## src/rtl/mem_squash_pkg.sv

```systemverilog
// Shared types and helpers for the squash-aware memory port controller.
package mem_squash_pkg;

    // Drop FSM state; the state is fully encoded by drop_cnt != 0.
    typedef enum logic {
        STATE_PASS = 1'b0,
        STATE_DROP = 1'b1
    } state_e;

    // Width needed to hold a count in 0..max.
    function automatic int cnt_width(input int max);
        return $clog2(max + 1);
    endfunction

endpackage

```

## src/rtl/mem_squash_ctrl_updown_counter.sv

```systemverilog
// Up/down counter with a load path and asynchronous active-low clear.
// load has priority; simultaneous inc and dec cancel out.
module updown_counter #(
    parameter int W = 3
) (
    input  logic         clk,
    input  logic         rst_n,
    input  logic         inc_i,
    input  logic         dec_i,
    input  logic         load_i,
    input  logic [W-1:0] load_val_i,
    output logic [W-1:0] cnt_o
);

    logic [W-1:0] cnt_q, cnt_d;

    // Next count: load wins, otherwise net increment/decrement.
    always_comb begin
        cnt_d = cnt_q;
        if (load_i)
            cnt_d = load_val_i;
        else if (inc_i && !dec_i)
            cnt_d = cnt_q + W'(1);
        else if (dec_i && !inc_i)
            cnt_d = cnt_q - W'(1);
    end

    // Count register, cleared asynchronously.
    always_ff @(posedge clk or negedge rst_n) begin
        if (!rst_n)
            cnt_q <= '0;
        else
            cnt_q <= cnt_d;
    end

    assign cnt_o = cnt_q;

endmodule

```

## src/rtl/mem_squash_ctrl.sv

```systemverilog
// Outstanding-request tracker between a pipeline stage and an in-order
// memory port. Throttles at p_max_inflight and, on squash, silently
// consumes the responses of every request issued before the squash cycle.
module mem_squash_ctrl
    import mem_squash_pkg::*;
#(
    parameter int p_req_nbits    = 77,
    parameter int p_resp_nbits   = 47,
    parameter int p_max_inflight = 4
) (
    input  logic                    clk,
    input  logic                    reset,
    input  logic                    squash,
    input  logic [p_req_nbits-1:0]  ireq_msg,
    input  logic                    ireq_val,
    output logic                    ireq_rdy,
    output logic [p_req_nbits-1:0]  oreq_msg,
    output logic                    oreq_val,
    input  logic                    oreq_rdy,
    input  logic [p_resp_nbits-1:0] iresp_msg,
    input  logic                    iresp_val,
    output logic                    iresp_rdy,
    output logic [p_resp_nbits-1:0] oresp_msg,
    output logic                    oresp_val,
    input  logic                    oresp_rdy,
    output logic [$clog2(p_max_inflight+1)-1:0] inflight,
    output logic                    dropping
);

    localparam int W = cnt_width(p_max_inflight);

    logic [W-1:0] cnt_q, drop_cnt_q, cnt_after_resp;
    logic         not_full, drop_now, req_go, resp_go, resp_dec;
    state_e       state;

    // Drop state is derived straight from the drop counter.
    always_comb begin
        state = STATE_PASS;
        if (drop_cnt_q != '0)
            state = STATE_DROP;
    end

    // Handshake gating; everything is forced quiet while reset is held.
    always_comb begin
        not_full  = cnt_q < W'(p_max_inflight);
        drop_now  = squash || (state == STATE_DROP);
        oreq_val  = reset && ireq_val && not_full;
        ireq_rdy  = reset && oreq_rdy && not_full;
        oresp_val = reset && iresp_val && !drop_now;
        iresp_rdy = reset && (drop_now ? 1'b1 : oresp_rdy);
        req_go    = oreq_val && oreq_rdy;
        resp_go   = iresp_val && iresp_rdy;
        // A response with nothing outstanding must not wrap the counter.
        resp_dec       = resp_go && (cnt_q != '0);
        cnt_after_resp = cnt_q - W'(resp_dec);
    end

    assign oreq_msg  = ireq_msg;
    assign oresp_msg = iresp_msg;
    assign inflight  = cnt_q;
    assign dropping  = (state == STATE_DROP);

    updown_counter #(.W(W)) u_cnt (
        .clk        (clk),
        .rst_n      (reset),
        .inc_i      (req_go),
        .dec_i      (resp_dec),
        .load_i     (1'b0),
        .load_val_i ('0),
        .cnt_o      (cnt_q)
    );

    // On squash, mark every older request (already-marked ones included);
    // the squash-cycle request is younger and is not counted.
    updown_counter #(.W(W)) u_drop_cnt (
        .clk        (clk),
        .rst_n      (reset),
        .inc_i      (1'b0),
        .dec_i      (resp_go && (state == STATE_DROP)),
        .load_i     (squash),
        .load_val_i (cnt_after_resp),
        .cnt_o      (drop_cnt_q)
    );

    // A response with no outstanding request breaks the memory contract.
    a_no_underflow: assert property (@(posedge clk) disable iff (!reset)
        !(iresp_val && (cnt_q == '0)));

endmodule

```

## config.mk

```make
export PLATFORM = sky130hd
export DESIGN_NAME = mem_squash_ctrl
export DESIGN_NICKNAME = d
export VERILOG_FILES = /design/src/rtl/mem_squash_pkg.sv /design/src/rtl/mem_squash_ctrl_updown_counter.sv /design/src/rtl/mem_squash_ctrl.sv
export SDC_FILE = /design/constraint.sdc
export NUM_CORES = 1
export LEC_CHECK = 0
export ABC_CLOCK_PERIOD_IN_PS = 2300
export CORE_AREA = 2 2 103 105
export DETAILED_ROUTE_END_ITERATION = 16
export DIE_AREA = 0 0 105 107
export GPL_ROUTABILITY_DRIVEN = 0
export HOLD_SLACK_MARGIN = 0.05
export PLACE_DENSITY_LB_ADDON = 0.05
export SETUP_SLACK_MARGIN = 0.15
export SLEW_MARGIN = 20
export SYNTH_ARGS = -nofsm -noshare
export SYNTH_HDL_FRONTEND = slang
export SYNTH_SLANG_ARGS = --single-unit
export TNS_END_PERCENT = 50
```

## constraint.sdc

```tcl
create_clock -name clk -period 2.3 [get_ports clk]
set_input_delay 0.69 -clock clk [delete_from_list [all_inputs] [get_ports clk]]
set_output_delay 0.69 -clock clk [all_outputs]
set_load 0.01 [all_outputs]
```

# Yosys cells after proc, flatten, opt, wreduce, memory -nomap -nowiden
# Cells that the tools add are included.
[op_classes]
addsub = 4
n_lt_le_gt_ge = 1
mux = 6
n_reduce_logical = 21
[ops]
columns = ["op", "n"]
rows = [
  ["$logic_and 1x1->1", 13],
  ["$mux 3", 4],
  ["$reduce_bool 3->1", 2],
  ["$sub 3x1->3 const B", 2],
  ["$reduce_bool 2->1", 2],
  ["$add 3x1->3 const B", 1],
  ["$logic_not 1->1", 3],
  ["$lt 3x3->1 const B", 1],
  ["$sub 3x1->3", 1],
  ["$mux 1", 2],
  ["$logic_or 1x1->1", 1],
]
[word_totals]
output_inout_bits = 132
register_bits = 6
in_bits = 131

# Logic depth before layout (Yosys ltp)
[logic_depth]
word_depth = 10
depth_mapped = 12
mapped_depth_nobuf = 12

# Hierarchy
# A second synthesis with hierarchy kept.
[hier_totals]
cells_unflattened = 181
area_unflattened_um2 = 1446.4
[by_module_without_submodules]
columns = ["mod", "n_inst", "area_per_inst_um2", "cells_each", "seq_area_each_um2"]
rows = [
  ["mem_squash_ctrl", 1, 1061.0, 143, 0.0],
  ["updown_counter", 2, 192.7, 19, 75.1],
]

# Worst setup path after synthesis
# Ideal clock, no wire load.
[synth_timing]
kind = "input to register"
start = "input squash"
end = "register u_cnt.cnt_q[1], in the netlist u_cnt.cnt_o[1]"
n_path_buf = 1
t_arrival_ns = 2.140
setup_slack_ns = 0.035
stages = 7
setup_ns = 0.125
cell_sequence = "buf_4 nor3_2 or3_1 ha_1 inv_1 fa_1 mux2_2"
[synth_between]
elab_chain_len = 8
word_cells_on_any_way = 10
cone_classes = "mux (2); reduce/logical (8)"
[synth_rtl]
columns = ["item", "line_no", "text"]
rows = [
  ["start: declaration", "mem_squash_ctrl.sv:13", "input logic squash,"],
  ["$logic_or 1x1->1", "mem_squash_ctrl.sv:46", "drop_now = squash || (state == STATE_DROP);"],
  ["$mux 1", "mem_squash_ctrl.sv:50", "iresp_rdy = reset && (drop_now ? 1'b1 : oresp_rdy);"],
  ["$logic_and 1x1->1", "mem_squash_ctrl.sv:50", ""],
  ["$logic_and 1x1->1", "mem_squash_ctrl.sv:52", "resp_go = iresp_val && iresp_rdy;"],
  ["$logic_and 1x1->1", "mem_squash_ctrl.sv:54", "resp_dec = resp_go && (cnt_q != '0);"],
  ["$logic_not 1->1", "mem_squash_ctrl_updown_counter.sv:22", "else if (inc_i && !dec_i)"],
  ["$logic_and 1x1->1", "mem_squash_ctrl_updown_counter.sv:22", ""],
  ["$mux 3", "mem_squash_ctrl_updown_counter.sv:22", ""],
  ["via u_cnt.cnt_d[1]", "mem_squash_ctrl_updown_counter.sv:15", "logic [W-1:0] cnt_q, cnt_d;"],
  ["end signal: assignment", "mem_squash_ctrl_updown_counter.sv:33", "cnt_q <= cnt_d;"],
  ["end: declaration", "mem_squash_ctrl_updown_counter.sv:15", ""],
]
# The timed path passes the listed nets, and every way through them passes these cells.
# A chain may end at the register's enable or synchronous reset.

# Final worst setup path
[layout_timing]
start = "input reset"
end = "register u_cnt.cnt_q[1], in the netlist u_cnt.cnt_o[1]"
[layout_between]
elab_chain_len = 6
word_cells_on_any_way = 12
cone_classes = "mux (1); reduce/logical (11)"
[layout_rtl]
columns = ["item", "line_no", "text"]
rows = [
  ["start: declaration", "mem_squash_ctrl.sv:12", "input logic reset,"],
  ["$logic_and 1x1->1", "mem_squash_ctrl.sv:50", ""],
  ["$logic_and 1x1->1", "mem_squash_ctrl.sv:52", ""],
  ["$logic_and 1x1->1", "mem_squash_ctrl.sv:54", ""],
  ["$logic_not 1->1", "mem_squash_ctrl_updown_counter.sv:22", ""],
  ["$logic_and 1x1->1 (*)", "mem_squash_ctrl_updown_counter.sv:22", ""],
  ["$mux 3 (*)", "mem_squash_ctrl_updown_counter.sv:22", ""],
  ["via u_cnt.cnt_d[1]", "mem_squash_ctrl_updown_counter.sv:15", ""],
]
# Mark *: on every way through the listed nets, which the timed path passes. The rest lies on a longest branch.

==> run metrics <==
ratio of cells with drive above 1 in the final layout a little over half; CTS H-tree lvls 1; setup violators final 0; Synth Area in Compound Gates between 3 and 4%; simple-gate share of the synthesized area 7.954%; Mapped Area ~0.0014 sq mm; Achievable Freq between 0.4 and 0.5 GHz; Initial Utilization around 14%; top cell type's share of synthesized area between 60% and 70%; setup tns final 0 ns; #FFs+latches synth 6; Post-DP HPWL around 2300 um; Worst EP arrival between 2 and 2.5 ns; Core ar. 0.01009 sq mm; Hold-fix buffers, CTS 0; number of global-route vias before repair ~740; FF-to-FF path depth 10; Longest Clk Path Bufs 2; reg2reg setup slack approximately 0.070 ns; P_leak between 0.0004 and 0.0005 uW; Routed Antenna Nets 0; crit path from reset; Root Buffer Master clkbuf_8; First DRT Iteration DRCs 14; fillers about 1,200; worst path required time between 2 and 2.5 ns; clock skew between 0.004 and 0.005 ns; Vias/cell slightly below 3; Routed WL 2770 um; slowest CP cell or3_4; Die Height 107 um; io pins roughly 260; post-synth cell types 23; Slew @ Worst Pin 0.3615 ns; adder-cell share of the synthesized area about 5.9%; Final Max Tran Viols 0; IO buf count 14; status finished clean; worst vdd ir about 0.16 mV; endpoints failing hold 0; type of origin of the critical path input pin; crit end category flop; antenna violations before repair 0; post-synthesis xor/xnor area fraction between 2 and 3%; Final period util about 98%; diode count 0; gr usage total between 5 and 6%; end-of-flow core utilization between 10% and 20%; critical path peak fanout 3; Layout area overhead -24.67%; crit path cell chain clkdlybuf4s15_1, nand2_2, or3_4, ha_4, inv_2, fa_2, mux2_4; latest clock arrival within the worst-skew pair 0.22 ns; Avg Cell Area, Syn 8.140 sq um; Post-Syn Nets ~300; Post-Syn Instances 172; Syn. warnings 0; final layout net count ~230; top cell type by total area after synthesis buf_4; first-pass GRT wire length between 4000 and 5000 um; synth top area cells buf_4, dfrtp_1, ha_1; vias between 600 and 700; Chip Width ~110 um; drt drc 0; CTS clock-pin slew for the worst setup and hold paths roughly 0.04 ns; r2r endpoint u_cnt.cnt_o[1]; Pre-antenna DRT Iters 2; Sink Count 6; Cell Pwr Density 973.0 mW/mm^2; hold endpoint u_drop_cnt.cnt_o[2]; drt wl/cell 12.48 um; R2R Path Start u_drop_cnt.cnt_o[0]; Rel. slew slack between 70% and 80%; Std-Cell Rows 37; Worst Hold Class flop to flop; Hold Crit Start u_drop_cnt.cnt_o[2]; GRT Residual Overflow 0; slowest cell delay on critical path 0.41 ns; largest net degree at the start of global routing 8; Final min period around 2.3 ns; largest family of logic cells by synthesized area buffers and inverters; cts bufs inserted 3; Max Cap Violations 0; full die area between 0.01 and 0.015 sq mm; mux contribution to synthesized area less than 1%; Hold Path Depth 1; CTS tree built; RSZ-0062 raised after global routing true; sequential-to-total area share from yosys stat between 10% and 20%; WS Path Type input pin to flop
==> power breakdown <==
| part | total, uW | internal (uW) | leakage, uW | switching [uW] |
|---|---|---|---|---|
| logic | 670 | 380 | 0.000358 | 290 |
| registers | 194 | 160 | 0.0000704 | 33.6 |
| clock network | 162 | 113 | 0.0000216 | 49.0 |
| total | 1030 | 653 | 0.000450 | 373 |
==> area by class of cell <==
class	instances	area [sq um]	share of cell area [%]
flip-flops and latches	6	150.1	14.23
inverters	6	25.02	2.372
multi-input cells	35	361.6	34.28
well taps	136	170.2	16.13
clock buffers	3	41.29	3.915
repair buffers	36	306.5	29.06
==> cells by family (layout without fill, tap and decap cells) <==
family	Yosys count	count (layout)
AOI/OAI and AO/OA	6	6
adders and majority gates	6	6
and+or+nand+nor	18	18
xor gates and xnor gates	4	4
DFF	6	6
buffers and inverters	131	45
muxes	1	1
==> through the flow <==
stage	setup WS [ns]	hold slack [ns]	total power [uW]	cells	instance area, sq um
2_1_floorplan	0.1190	0.3944	683.8	172	1413
3_3_place_gp	-0.5610	0.5451	814.5	216	932.1
3_5_place_dp	-0.5402	0.5272	794.6	216	932.1
4_1_cts	0.009800	0.5340	1037	221	1022
5_1_grt	-0.01948	0.5619	1138	222	1055
6_report	0.04513	0.5355	1026	222	1055
==> state kept, by name, indices dropped and copies added (netlist names) <==
signal            count
u_cnt.cnt_o           3
u_drop_cnt.cnt_o      3
==> worst max path at each step <==
stage	slack, ns	endpoint	cells past startpoint
final	0.05	u_cnt.cnt_o[1]	7
after global routing	-0.02	u_cnt.cnt_o[1]	10
after CTS	0.01	iresp_rdy	8
after detailed placement	-0.54	u_cnt.cnt_o[1]	7
after global placement	-0.56	u_cnt.cnt_o[1]	7
after floorplan	0.12	u_cnt.cnt_o[1]	7
==> layout by cell type, fill, tap and decap left out, drive strengths merged <==
cell | synthesis | layout
a22oi | 1 | 1
a31oi | 2 | 2
and2 | 1 | 1
and3b | 2 | 2
buf | 125 | 27
clkbuf | 0 | 3
clkdlybuf4s15 | 0 | 1
clkdlybuf4s50 | 0 | 3
dfrtp | 6 | 6
dlygate4sd2 | 0 | 3
dlymetal6s2s | 0 | 2
fa | 1 | 1
ha | 5 | 5
inv | 6 | 6
mux2 | 1 | 1
nand2 | 3 | 3
nand3 | 1 | 1
nor2 | 1 | 1
nor2b | 3 | 3
nor3 | 6 | 6
o31a | 2 | 2
o41ai | 1 | 1
or3 | 1 | 1
xnor2 | 1 | 1
xor2 | 3 | 3
==> worst max-delay path, delay by kind of cell <==
kind | cells | cell delay, ns
fa+ha+maj | 2 | 0.59
buf+inv | 2 | 0.30
mux | 1 | 0.27
simple gates | 2 | 0.51
==> repair_timing <==
action,in CTS,in global routing
endpoints found under the hold margin,0,0
buffers inserted,2,1
cloned,0,0
setup endpoints to repair,10,8
gates resized for setup,35,9
pin swaps,5,6
==> synth_stat cells (all sizes together) <==
cell and count:
or3 1, xor2 3, o31a 2, fa 1
o41ai 1, nand3 1, inv 6, nor3 6
nand2 3, a31oi 2, a22oi 1, xnor2 1
nor2b 3, ha 5, and2 1, nor2 1
buf 125, dfrtp 6, mux2 1, and3b 2
==> metal layers <==
| layer | GRT usage, % | routed length, um | vias to the layer above |
|---|---|---|---|
| li1 | - | - | 243 |
| met1 | 4.655 | 982 | 265 |
| met2 | 6.725 | 1137 | 95 |
| met3 | 4.316 | 494 | 38 |
| met4 | 5.143 | 156 | 0 |
| met5 | 0 | 0 | - |
Note: power is estimated with default switching activity, not from simulation.
